--- src/rtl/wb_axi_pkg.sv ---
// Shared AXI4-Lite response codes and handshake FSM state types for the register slave.
package wb_axi_pkg;

    localparam logic [1:0] RESP_OKAY   = 2'b00;
    localparam logic [1:0] RESP_SLVERR = 2'b10;

    typedef enum logic [1:0] {W_IDLE, W_ACK, W_RESP} w_state_t;
    typedef enum logic [1:0] {R_IDLE, R_ACK, R_RESP} r_state_t;

    // In-range accesses always answer OKAY; out-of-range ones answer SLVERR only when enabled.
    function automatic logic [1:0] range_resp(input logic in_range, input logic slverr_en);
        return (in_range || !slverr_en) ? RESP_OKAY : RESP_SLVERR;
    endfunction

endpackage

--- src/rtl/axil_reg_bank.sv ---
// Register storage for the AXI4-Lite slave: per-byte write enables, combinational read port
// and a flattened view of every register.
module axil_reg_bank #(
    parameter int DW    = 32,
    parameter int NREGS = 8
) (
    input  logic                     clk,
    input  logic                     rst,
    input  logic                     we,
    input  logic [$clog2(NREGS)-1:0] wr_idx,
    input  logic [DW-1:0]            wr_data,
    input  logic [DW/8-1:0]          wr_strb,
    input  logic [$clog2(NREGS)-1:0] rd_idx,
    output logic [DW-1:0]            rd_data,
    output logic [NREGS*DW-1:0]      regs_flat
);

    logic [DW-1:0] mem [NREGS];

    // NOTE: this array is built from flops rather than a RAM macro, so clearing it on reset is legal;
    // reset takes priority over we, which is what drops a write caught by reset mid-handshake.
    always_ff @(posedge clk) begin
        if (rst) begin
            for (int k = 0; k < NREGS; k++) mem[k] <= '0;
        end else if (we) begin
            for (int b = 0; b < DW/8; b++) begin
                if (wr_strb[b]) mem[wr_idx][8*b +: 8] <= wr_data[8*b +: 8];
            end
        end
    end

    assign rd_data = mem[rd_idx];

    for (genvar k = 0; k < NREGS; k++) begin : g_flat
        assign regs_flat[k*DW +: DW] = mem[k];
    end

endmodule

--- src/rtl/axi4lite_slave_regs.sv ---
// AXI4-Lite register slave with independent write and read handshake FSMs.
// Define WB_AXI_REGS_SLVERR_EN to answer out-of-range accesses with SLVERR instead of OKAY.
module axi4lite_slave_regs
    import wb_axi_pkg::*;
#(
    parameter int DW    = 32,
    parameter int AW    = 32,
    parameter int NREGS = 8
) (
    input  logic                wb_clk_i,
    input  logic                wb_rst_i,
    input  logic [AW-1:0]       s_axi_awaddr,
    input  logic [2:0]          s_axi_awprot,
    input  logic                s_axi_awvalid,
    output logic                s_axi_awready,
    input  logic [DW-1:0]       s_axi_wdata,
    input  logic [DW/8-1:0]     s_axi_wstrb,
    input  logic                s_axi_wvalid,
    output logic                s_axi_wready,
    output logic [1:0]          s_axi_bresp,
    output logic                s_axi_bvalid,
    input  logic                s_axi_bready,
    input  logic [AW-1:0]       s_axi_araddr,
    input  logic [2:0]          s_axi_arprot,
    input  logic                s_axi_arvalid,
    output logic                s_axi_arready,
    output logic [DW-1:0]       s_axi_rdata,
    output logic [1:0]          s_axi_rresp,
    output logic                s_axi_rvalid,
    input  logic                s_axi_rready,
    output logic [NREGS*DW-1:0] regs_o
);

    localparam int IW = $clog2(NREGS);

`ifdef WB_AXI_REGS_SLVERR_EN
    localparam logic SLVERR_EN = 1'b1;
`else
    localparam logic SLVERR_EN = 1'b0;
`endif

    w_state_t      w_state;
    r_state_t      r_state;
    logic [IW-1:0] w_idx;
    logic [IW-1:0] r_idx;
    logic          w_in_range;
    logic          r_in_range;
    logic          bank_we;
    logic [DW-1:0] bank_rd_data;

    // Byte offset bits are don't-care; anything above the index field must be zero to hit a register.
    assign w_idx      = s_axi_awaddr[IW+1:2];
    assign r_idx      = s_axi_araddr[IW+1:2];
    assign w_in_range = (s_axi_awaddr[AW-1:IW+2] == '0);
    assign r_in_range = (s_axi_araddr[AW-1:IW+2] == '0);
    assign bank_we    = (w_state == W_ACK) && w_in_range;

    // Protection bits and sub-word address bits carry no meaning for this slave.
    logic unused_bits;
    assign unused_bits = ^{s_axi_awprot, s_axi_arprot, s_axi_awaddr[1:0], s_axi_araddr[1:0]};

    axil_reg_bank #(
        .DW    (DW),
        .NREGS (NREGS)
    ) u_bank (
        .clk       (wb_clk_i),
        .rst       (wb_rst_i),
        .we        (bank_we),
        .wr_idx    (w_idx),
        .wr_data   (s_axi_wdata),
        .wr_strb   (s_axi_wstrb),
        .rd_idx    (r_idx),
        .rd_data   (bank_rd_data),
        .regs_flat (regs_o)
    );

    // NOTE: state and outputs update with non-blocking assignments so every branch sees pre-edge values.
    always_ff @(posedge wb_clk_i) begin
        if (wb_rst_i) begin
            w_state       <= W_IDLE;
            s_axi_awready <= 1'b0;
            s_axi_wready  <= 1'b0;
            s_axi_bvalid  <= 1'b0;
            s_axi_bresp   <= RESP_OKAY;
        end else begin
            case (w_state)
                W_IDLE: if (s_axi_awvalid && s_axi_wvalid) begin
                    w_state       <= W_ACK;
                    s_axi_awready <= 1'b1;
                    s_axi_wready  <= 1'b1;
                end
                W_ACK: begin
                    w_state       <= W_RESP;
                    s_axi_awready <= 1'b0;
                    s_axi_wready  <= 1'b0;
                    s_axi_bvalid  <= 1'b1;
                    s_axi_bresp   <= range_resp(w_in_range, SLVERR_EN);
                end
                W_RESP: if (s_axi_bready) begin
                    w_state      <= W_IDLE;
                    s_axi_bvalid <= 1'b0;
                end
                default: w_state <= W_IDLE;
            endcase
        end
    end

    // Capture happens on the same edge a write may commit, so reads see the pre-write value.
    always_ff @(posedge wb_clk_i) begin
        if (wb_rst_i) begin
            r_state       <= R_IDLE;
            s_axi_arready <= 1'b0;
            s_axi_rvalid  <= 1'b0;
            s_axi_rresp   <= RESP_OKAY;
            s_axi_rdata   <= '0;
        end else begin
            case (r_state)
                R_IDLE: if (s_axi_arvalid) begin
                    r_state       <= R_ACK;
                    s_axi_arready <= 1'b1;
                end
                R_ACK: begin
                    r_state       <= R_RESP;
                    s_axi_arready <= 1'b0;
                    s_axi_rvalid  <= 1'b1;
                    s_axi_rdata   <= r_in_range ? bank_rd_data : '0;
                    s_axi_rresp   <= range_resp(r_in_range, SLVERR_EN);
                end
                R_RESP: if (s_axi_rready) begin
                    r_state      <= R_IDLE;
                    s_axi_rvalid <= 1'b0;
                end
                default: r_state <= R_IDLE;
            endcase
        end
    end

endmodule

--- config.mk ---
export PLATFORM = sky130hd
export DESIGN_NAME = axi4lite_slave_regs
export DESIGN_NICKNAME = d
export VERILOG_FILES = /design/src/rtl/wb_axi_pkg.sv /design/src/rtl/axil_reg_bank.sv /design/src/rtl/axi4lite_slave_regs.sv
export SDC_FILE = /design/constraint.sdc
export NUM_CORES = 1
export LEC_CHECK = 0
export ABC_CLOCK_PERIOD_IN_PS = 3300
export BUFFER_PORTS_ARGS = -buffer_cell sky130_fd_sc_hd__buf_2
export CAP_MARGIN = 20
export CORE_ASPECT_RATIO = 2
export CORE_MARGIN = 10
export CORE_UTILIZATION = 51
export DETAILED_ROUTE_END_ITERATION = 16
export MAX_ROUTING_LAYER = met4
export PLACE_DENSITY = 0.8
export SKIP_LAST_GASP = 1
export SLEW_MARGIN = 20
export SYNTH_ARGS = -nofsm -noshare
export SYNTH_HDL_FRONTEND = slang
export SYNTH_SLANG_ARGS = --single-unit
export TNS_END_PERCENT = 10
--- constraint.sdc ---
create_clock -name wb_clk_i -period 3.3 [get_ports wb_clk_i]
set_clock_uncertainty 0.2 [all_clocks]
set_input_delay 0.495 -clock wb_clk_i [delete_from_list [all_inputs] [get_ports wb_clk_i]]
set_output_delay 0.495 -clock wb_clk_i [all_outputs]
set_load 0.03 [all_outputs]
==> flow_metrics.py, run 1 <==
metrics = {
    "timing": {
        "setup_viol": 0,
        "drv_slew": 0,
        "rsz0062_at_grt": "false",
        "timing.slew.headroom_pct": 36.2,
        "clock.fmax_mhz": 378,
        "fin_crit_sh_pct": 80.3,
        "tightest_slew_ps": 957,
        "hold_viol": 0,
        "setup_tns_ps": 0,
        "period_needed_ps": 2650,
        "setup_ws_ps": 651,
    },
    "die": {
        "start_util_pct": 51.7,
        "dieHeight_um": 246,
        "die_x_um": 133,
        "ios": 410,
        "dieArea_um2": 32700,
        "core_area_um2": 25100,
        "rows": 82,
    },
    "routing": {
        "dr_wl_met3_mm": 3.95,
        "route.met2.wl_mm": 25.1,
        "dr.pass1.iters": 5,
        "antenna_left": 0,
        "first_iter_violations": 878,
        "drt-total-wl_mm": 46.8,
        "top_layer": "met4",
        "vias": 10100,
        "viasPerCell": 5.89,
        "wl_per_cell_um": 27.3,
        "drt-met1-wl_mm": 15.1,
        "drcViolationCount": 0,
    },
    "clock_tree": {
        "htreeDepth": 1,
        "post_cts_buffers": 0,
        "clk_pin_slew_ps": 70,
        "cts_sinks": 296,
        "cts_max_path_buffers": 3,
        "cts_buffers": 25,
        "cts_tree": "done",
        "clock_latency_ps": 550,
        "cts_root_buf": "clkbuf_16",
    },
    "power_and_ir_drop": {
        "p_per_area_nw_per_um2": 489,
        "peakVddDrop_uv": 663,
        "p_leak_nw": 6.53,
    },
    "global_route": {
        "grt_usage_pct": 28.3,
        "gr-total-overflow": 0,
        "grt_pass1_wl_mm": 67.5,
        "grt_pass1_vias": 10600,
        "grt_max_degree": 65,
        "antenna_found_initial": 2,
    },
    "yosys": {
        "synth-seq-area-share_pct": 65.3,
        "yosys-top-cells-area": "edfxtp_1 (59%), mux4_2 (11%), nor2_1 (7.6%), dfxtp_1 (6.2%), mux2i_1 (2.5%)",
        "synth_top_area_share_pct": 59.2,
        "syn_inst": 961,
        "yosysTopAreaCell": "edfxtp_1",
        "synth_seq_cells": 296,
        "synth_cell_type_count": 36,
        "syn_area_per_cell_um2": 13.5,
        "yosysWarnings": 0,
        "synth_area_um2": 13000,
    },
    "layout": {
        "fill_cells": 1910,
        "utilization_pct": 64.5,
        "multiInputGateArea_um2": 4130,
        "layout-drive-gt1-share_pct": 41.1,
        "seqCellArea_um2": 8490,
        "area_growth_pct": 24.7,
        "stdcell_area_um2": 16200,
        "layout.nets": 1471,
    },
    "worst_setup_path": {
        "path_class": "reg2reg",
        "setup.worst_path.start_class": "register",
        "crit_buf_inv": 1,
        "required_ps": 3280,
        "critPathSlowestCell": "a41o_1",
        "cpPeakStageDelay_ps": 480,
        "crit_chain": "and2b_1, nand4_2, nor2_1, buf_4, a41o_1",
        "cp-end-kind": "register",
        "cpLargestDelayFamily": "simple AND/OR/NAND/NOR gates",
        "critical_path_arrival_ps": 2630,
        "path_max_fanout": 15,
    },
    "job": {
        "drv_cap": 0,
    },
    "worst_hold_path": {
        "hold_class": "in2reg",
    },
    "placed_design": {
        "dp_worst_setup_slack_ps": 246,
        "port_buffers": 395,
        "placed_cell_area_um2": 15400,
        "place_hpwl_mm": 34.6,
        "place.gp.congestion": 0.947,
    },
    "outcome": {
        "status": "finished, final reports clean",
    },
}
==> power by group <==
| part | switching [mW] | internal (mW) | total [mW] |
|---|---|---|---|
| sequential | 0.0708 | 4.16 | 4.23 |
| combinational | 0.591 | 0.287 | 0.878 |
| clock | 1.32 | 1.50 | 2.82 |
==> path summary, 6_finish.rpt <==
path              cells after the start                end  slack (ps)             from
setup / recovery                      5  u_bank.mem[6][17]         650       w_state[1]
hold / removal                        2         r_state[0]          30    s_axi_arvalid
setup reg to reg                      5  u_bank.mem[6][17]         650       w_state[1]
hold reg to reg                       2    s_axi_rdata[18]         250  s_axi_rdata[18]
==> per-stage QoR <==
step,std cells,power [mW],hold WS [ps]
2_1_floorplan,964,4.83,234
3_3_place_gp,1665,5.17,240
3_5_place_dp,1665,5.19,243
4_1_cts,1713,7.96,14.4
5_1_grt,1715,8.12,37.1
6_report,1716,7.93,31.2
==> cell usage after synthesis <==
library cell,count
nor2_1,262
edfxtp_1,256
nand2_1,70
mux4_2,64
dfxtp_1,40
a21oi_1,35
or3_1,33
mux2i_1,32
clkbuf_1,28
buf_2,15
buf_1,13
buf_6,12
buf_4,11
nor2b_1,9
o21ai_0,9
a21o_1,8
o41ai_1,8
nor4_1,7
nor3_1,6
or4_1,6
a31o_2,5
nand4_1,5
a41o_1,4
nand2b_1,4
nor4_2,4
inv_1,3
and4_1,2
nor4_4,2
a31oi_1,1
and2b_1,1
conb_1,1
nand3_1,1
nand3b_1,1
nand4_2,1
nor4b_1,1
or3b_2,1
==> final cells by class <==
| cell class | count | area share [%] |
|---|---|---|
| Tap cell | 336 | 2.59 |
| Multi-Input combinational cell | 586 | 25.5 |
| Antenna cell | 3 | 0.0463 |
| Clock inverter | 7 | 0.425 |
| Timing Repair Buffer | 446 | 14.8 |
| Clock buffer | 39 | 4.18 |
| Sequential cell | 296 | 52.4 |
| Inverter | 3 | 0.0695 |
==> per-layer routing <==
layer  up-vias  global-route usage [%]
li1       4315                       -
met5         -                       -
met1      4986                    29.5
met2       661                    50.0
met4         0                    15.3
met3       151                    4.46
==> logic make-up (layout without fill, tap and decap cells) <==
kind of cell	Yosys count	count (layout)	synth area share, %
buf+inv	82	495	3.52
flops	296	296	65.3
compound gates	70	70	3.39
mux	96	96	13.6
simple gates	416	416	14.2
other cells	1	7	0.0289
==> repair_timing <==
action                    4_1_cts  5_1_grt
hold endpoints to repair        1        0
gates resized for setup         0        0
hold buffers                    2        0
==> worst reg2reg max path: cells and delay by family (launching register included) <==
kind | cells | cell delay (ps)
flip-flops | 1 | 330
buffers and inverters | 1 | 190
AO/OA/AOI/OAI | 1 | 480
AND/OR/NAND/NOR | 3 | 1080
==> cells in the final DEF (no fill, tap or decap), types with 7 or more instances in the layout <==
| cell | n |
|---|---|
| nor4_1 | 7 |
| dfxtp_1 | 40 |
| a21oi_1 | 35 |
| clkbuf_16 | 25 |
| buf_2 | 394 |
| buf_4 | 47 |
| or3_1 | 33 |
| nor2_1 | 262 |
| o41ai_2 | 8 |
| mux4_2 | 64 |
| nor2b_1 | 9 |
| edfxtp_1 | 256 |
| a21o_1 | 8 |
| nand2_1 | 70 |
| clkbuf_1 | 14 |
| mux2i_1 | 32 |
==> sequential cells by signal, indices dropped and copies added (netlist names) <==
name	flops
s_axi_bvalid	1
r_state	2
s_axi_rvalid	1
u_bank.mem	256
s_axi_arready	1
s_axi_wready	1
s_axi_rdata	32
w_state	2
Note: power is estimated with default switching activity, not from simulation.
==> run 2: changes to the inputs <==
Settings changed: ABC_CLOCK_PERIOD_IN_PS 3300 to 2300, CORE_UTILIZATION 51 to 46, PLACE_DENSITY 0.8 to 0.76.
Clock period 3.3 ns to 2.3 ns, I/O delays scaled along.
==> run 2 against run 1 <==
Sequential power up 43%. Clock power up 52%. Total power up 48%. Die area up 9.6%. The run now ends with setup timing left. Critical path type unchanged. Non-clock buffer count up 39. Sequential share of layout area down 2.4 points. Combinational power up 56%. Cell area up 4.7%. Flip-flop and latch count unchanged.
==> flow_metrics.py, run 2 (same netlist as run 1, synthesis figures left out) <==
metrics = {
    "timing": {
        "setup_ws_ps": -45.4,
        "rsz0062_at_grt": "true",
        "setup_viol": 70,
        "hold_viol": 0,
        "setup_tns_ps": -1230,
        "timing.slew.headroom_pct": 32.9,
        "drv_slew": 0,
        "fin_crit_sh_pct": 102,
        "period_needed_ps": 2350,
        "tightest_slew_ps": 1000,
        "clock.fmax_mhz": 426,
        "holdWs_ps": 70.1,
    },
    "clock_tree": {
        "cts_tree": "done",
        "cts_root_buf": "clkbuf_16",
        "cts_sinks": 296,
        "post_cts_buffers": 0,
        "clock_latency_ps": 540,
        "cts_buffers": 25,
        "cts_max_path_buffers": 3,
        "htreeDepth": 1,
        "clk_pin_slew_ps": 70,
    },
    "job": {
        "drv_cap": 0,
    },
    "die": {
        "ios": 410,
        "dieArea_um2": 35800,
        "die_x_um": 139,
        "start_util_pct": 46.3,
        "dieHeight_um": 258,
        "rows": 87,
        "core_area_um2": 28100,
    },
    "worst_setup_path": {
        "path_max_fanout": 16,
        "critical_path_arrival_ps": 2530,
        "setup.worst_path.start_class": "register",
        "cp-end-kind": "register",
        "path_class": "reg2reg",
        "required_ps": 2480,
    },
    "routing": {
        "antenna_left": 0,
        "drcViolationCount": 0,
        "wl_per_cell_um": 27.2,
        "drt-total-wl_mm": 48.2,
        "vias": 10200,
        "viasPerCell": 5.78,
        "first_iter_violations": 940,
        "dr.pass1.iters": 5,
    },
    "layout": {
        "area_growth_pct": 30.6,
        "final_common_cell": "buf_2",
        "layout-drive-gt1-share_pct": 43.3,
        "stdcell_count": 1772,
        "largest_reg_flops": 256,
        "fill_cells": 2227,
        "reg_top3": "u_bank.mem: 256 flops, s_axi_rdata: 32 flops",
        "layout.nets": 1510,
        "top_register": "u_bank.mem",
        "mostFrequentLayoutCells": "buf_2 (394), nor2_1 (262), edfxtp_1 (256), nand2_1 (70), mux4_2 (64)",
    },
    "global_route": {
        "antenna_found_initial": 2,
        "grt_pass1_vias": 10700,
        "grt_pass1_wl_mm": 69.6,
        "gr-total-overflow": 0,
        "grt_usage_pct": 26.3,
        "grt_max_degree": 33,
    },
    "placed_design": {
        "dpl.cell_count": 1718,
        "dp_worst_setup_slack_ps": -441,
        "place_hpwl_mm": 35.8,
        "place.gp.congestion": 0.988,
        "port_buffers": 395,
    },
    "power_and_ir_drop": {
        "peakVddDrop_uv": 613,
        "p_per_area_nw_per_um2": 691,
        "p_leak_nw": 6.93,
    },
    "outcome": {
        "violations": "setup timing",
        "status": "complete, but fails checks",
    },
    "worst_hold_path": {
        "hold_class": "in2reg",
    },
}
[run 2: worst paths after layout]
path	start	end	slack [ps]	cells after the start
worst min register to register	s_axi_rdata[21]	s_axi_rdata[21]	250	2
worst min-delay path	s_axi_wdata[9]	u_bank.mem[0][9]	70	3
worst max-delay path	w_state[1]	u_bank.mem[7][6]	-50	6
worst max register to register	w_state[1]	u_bank.mem[7][6]	-50	6
[run 2: layer usage]
layer	track usage [%]	part of all wire, %	up-vias
li1	-	-	4397
met1	26.5	33	5074
met2	47.6	55	626
met3	4.47	7.4	150
met4	13.7	5.2	0
met5	-	0	-
[run 2: power by group]
part | total (mW) | switching, mW | internal, mW
registers | 6.06 | 0.100 | 5.96
clock network | 4.30 | 1.93 | 2.38
logic | 1.37 | 0.877 | 0.494
[run 2: layout make-up]
class / count / area, um^2 / share of cell area, %
clock buffers: 31 / 658 / 3.88
flip-flops and latches: 296 / 8490 / 50.0
well taps: 356 / 445 / 2.62
diodes: 1 / 2.50 / 0.0147
multi-input cells: 586 / 4190 / 24.7
inverters: 3 / 11.3 / 0.0663
clock inverters: 14 / 151 / 0.892
repair buffers: 485 / 3030 / 17.9
[run 2: what timing repair did]
item	4_1_cts	5_1_grt
hold endpoints to repair	7	0
hold buffers	6	0
setup endpoints to repair	170	296
gates resized for setup	1	11
cloned	0	2
pin swaps	0	0
[run 2: per-stage QoR]
step / instance area (um^2) / util (%) / total power, mW
floorplan: 13100 / - / 6.94
global placement: 16000 / 57.0 / 7.52
detailed placement: 16000 / 57.0 / 7.54
CTS: 16900 / 60.2 / 11.8
global route: 17000 / 60.4 / 12.1
finish: 17000 / 60.4 / 11.7
[run 2: worst max-delay path, cell delays in order (launching register included)]
cell and delay (ps):
dfxtp_1 340, and2b_2 260, nand4_4 140, buf_6 180, or4_2 670, buf_4 250
nor2_1 150
==> run 3: changes to the inputs <==
Settings changed: REMOVE_ABC_BUFFERS from default to 1.
==> run 3 against run 2 <==
The flow now finishes without violations. Maximum frequency is 3.8% higher. Hold slack got worse by 27 ps. Sequential share of layout area is 0.051 points lower. Global-route usage down 1.0 points. Core utilization is 0.071 points higher. Clock power is 13% higher. Worst setup slack improved by 86 ps. Via count down 1.4%. Clock-buffer cell count is 5 higher. Sequential power about the same. First-iteration DRC count shrank 7.8%. Total power increased by 4.6%. Largest cell class unchanged.
==> flow_metrics.py, run 3 (same netlist as run 1, synthesis figures left out) <==
metrics = {
    "power_and_ir_drop": {
        "pwr-share-comb_pct": 10.9,
        "p_per_area_nw_per_um2": 722,
        "clkPwrFrac_pct": 39.7,
        "p_sw_share_pct": 23.4,
        "p_total_mw": 12.3,
        "peakVddDrop_uv": 632,
        "internal_power_mw": 9.41,
        "switchingPower_mw": 2.87,
        "p_leak_nw": 6.89,
        "seqPwrFrac_pct": 49.4,
    },
    "worst_setup_path": {
        "path_class": "reg2reg",
        "path_max_fanout": 16,
        "critPathLaunch": "w_state[1]",
        "critical_path_arrival_ps": 2440,
        "crit_path_end": "u_bank.mem[5][7]",
        "reg2reg_depth": 5,
        "timing.rr.start": "w_state[1]",
        "cp-end-kind": "register",
        "required_ps": 2480,
        "reg2reg_to": "u_bank.mem[5][7]",
        "setup.worst_path.start_class": "register",
        "regToRegSetupSlack_ps": 40,
    },
    "die": {
        "ios": 410,
        "die_x_um": 139,
        "dieHeight_um": 258,
        "dieArea_um2": 35800,
        "core_area_um2": 28100,
        "rows": 87,
        "start_util_pct": 46.3,
    },
    "layout": {
        "reg_top3": "u_bank.mem: 256 flops, s_axi_rdata: 32 flops",
        "top_register": "u_bank.mem",
        "largest_reg_flops": 256,
        "fill_cells": 2214,
        "multiInputGateArea_um2": 4160,
        "seqCellArea_um2": 8490,
        "layout.nets": 1505,
        "mostFrequentLayoutCells": "buf_2 (393), nor2_1 (262), edfxtp_1 (256), nand2_1 (70), mux4_2 (64)",
        "area_growth_pct": 30.8,
        "layout-drive-gt1-share_pct": 43.5,
        "utilization_pct": 60.5,
        "final_common_cell": "buf_2",
    },
    "timing": {
        "period_needed_ps": 2260,
        "setup_viol": 0,
        "timing.slew.headroom_pct": 56.5,
        "hold_viol": 0,
        "drv_slew": 0,
        "clock.fmax_mhz": 443,
        "fin_crit_sh_pct": 98.2,
        "tightest_slew_ps": 652,
        "rsz0062_at_grt": "true",
    },
    "clock_tree": {
        "cts_tree": "done",
        "cts_buffers": 26,
        "clock_latency_ps": 540,
        "htreeDepth": 1,
        "cts_sinks": 296,
        "clk_pin_slew_ps": 70,
        "cts_root_buf": "clkbuf_16",
        "cts_max_path_buffers": 3,
        "post_cts_buffers": 0,
    },
    "routing": {
        "dr.pass1.iters": 5,
        "viasPerCell": 5.70,
        "drt-total-wl_mm": 46.3,
        "vias": 10100,
        "wl_per_cell_um": 26.1,
        "antenna_left": 0,
        "drcViolationCount": 0,
        "first_iter_violations": 867,
    },
    "global_route": {
        "antenna_found_initial": 5,
        "gr-total-overflow": 0,
        "grt_max_degree": 34,
        "grt_pass1_vias": 10700,
        "grt_usage_pct": 25.3,
        "grt_pass1_wl_mm": 67.2,
    },
    "job": {
        "drv_cap": 0,
    },
    "worst_hold_path": {
        "hold_class": "in2reg",
    },
    "placed_design": {
        "port_buffers": 395,
        "place_hpwl_mm": 34.2,
        "place.gp.congestion": 0.898,
    },
    "outcome": {
        "status": "finished, final reports clean",
    },
}
[run 3: cell types whose count changed in the layout (fill, tap and decap cells not counted), sizes merged]
| cell | before | now |
|---|---|---|
| bufinv | 3 | 6 |
| buf | 478 | 472 |
| inv | 4 | 3 |
| diode | 1 | 5 |
| clkinv | 8 | 4 |
| clkbuf | 32 | 36 |
| dlygate4sd3 | 6 | 7 |
[run 3: cell type report]
type                            instances  share of cell area [%]
Sequential cell                       296                    50.0
Inverter                                3                  0.0663
Timing Repair Buffer                  479                    17.1
Multi-Input combinational cell        586                    24.5
Clock inverter                         12                    1.28
Tap cell                              356                    2.62
Antenna cell                            5                  0.0736
Clock buffer                           36                    4.41
[run 3: power groups by stage]
stage	sequential (mW)	combinational, mW	clock, mW
3_5_place_dp	6.18	1.33	0
3_3_place_gp	6.18	1.31	0
4_1_cts	6.07	1.34	4.94
2_1_floorplan	6.47	0.371	0
6_report	6.07	1.33	4.87
5_1_grt	6.08	1.40	5.16
[run 3: critical path: stages, from the launching register on]
cell     delay [ps]
dfxtp_1         340
and2b_2         280
nand4_4         170
or4_2           710
buf_4           240
nor2_1          140
[run 3: stage by stage]
step / instances / cell area [um^2] / hold slack, ps / setup TNS [ps] / setup slack (ps)
final: 1773 / 17000 / 43.5 / 0 / 40.7
after global routing: 1773 / 17000 / 75.9 / -1110 / -44.0
after CTS: 1768 / 17000 / 18.2 / -64.3 / -9.59
after detailed placement: 1713 / 15900 / 244 / -143810 / -414
after global placement: 1713 / 15900 / 238 / -139310 / -403
after floorplan: 885 / 12600 / 214 / -74980 / -469
[run 3: per-layer routing]
metal / routed length [um] / share of wire (%) / track usage, %
met3: 3790 / 8.2 / 5.04
met5: 0 / 0 / -
met1: 14900 / 32 / 25.0
met2: 25100 / 54 / 45.4
met4: 2540 / 5.5 / 14.0
[run 3: timing repair]
action	CTS	global route
endpoints found under the setup margin	179	386
resized for setup	3	10
endpoints found under the hold margin	8	0
hold buffers	7	0
pin swaps	0	0
[run 3: worst min path at each step]
stage | startpoint | to | slack, ps | cells after the start
2_1_floorplan | wb_rst_i | r_state[1] | 210 | 1
3_3_place_gp | s_axi_rdata[11] | s_axi_rdata[11] | 240 | 2
3_5_place_dp | s_axi_rdata[28] | s_axi_rdata[28] | 240 | 2
4_1_cts | s_axi_wdata[23] | u_bank.mem[0][23] | 20 | 3
5_1_grt | s_axi_wdata[29] | u_bank.mem[1][29] | 80 | 3
6_report | s_axi_wdata[23] | u_bank.mem[0][23] | 40 | 3
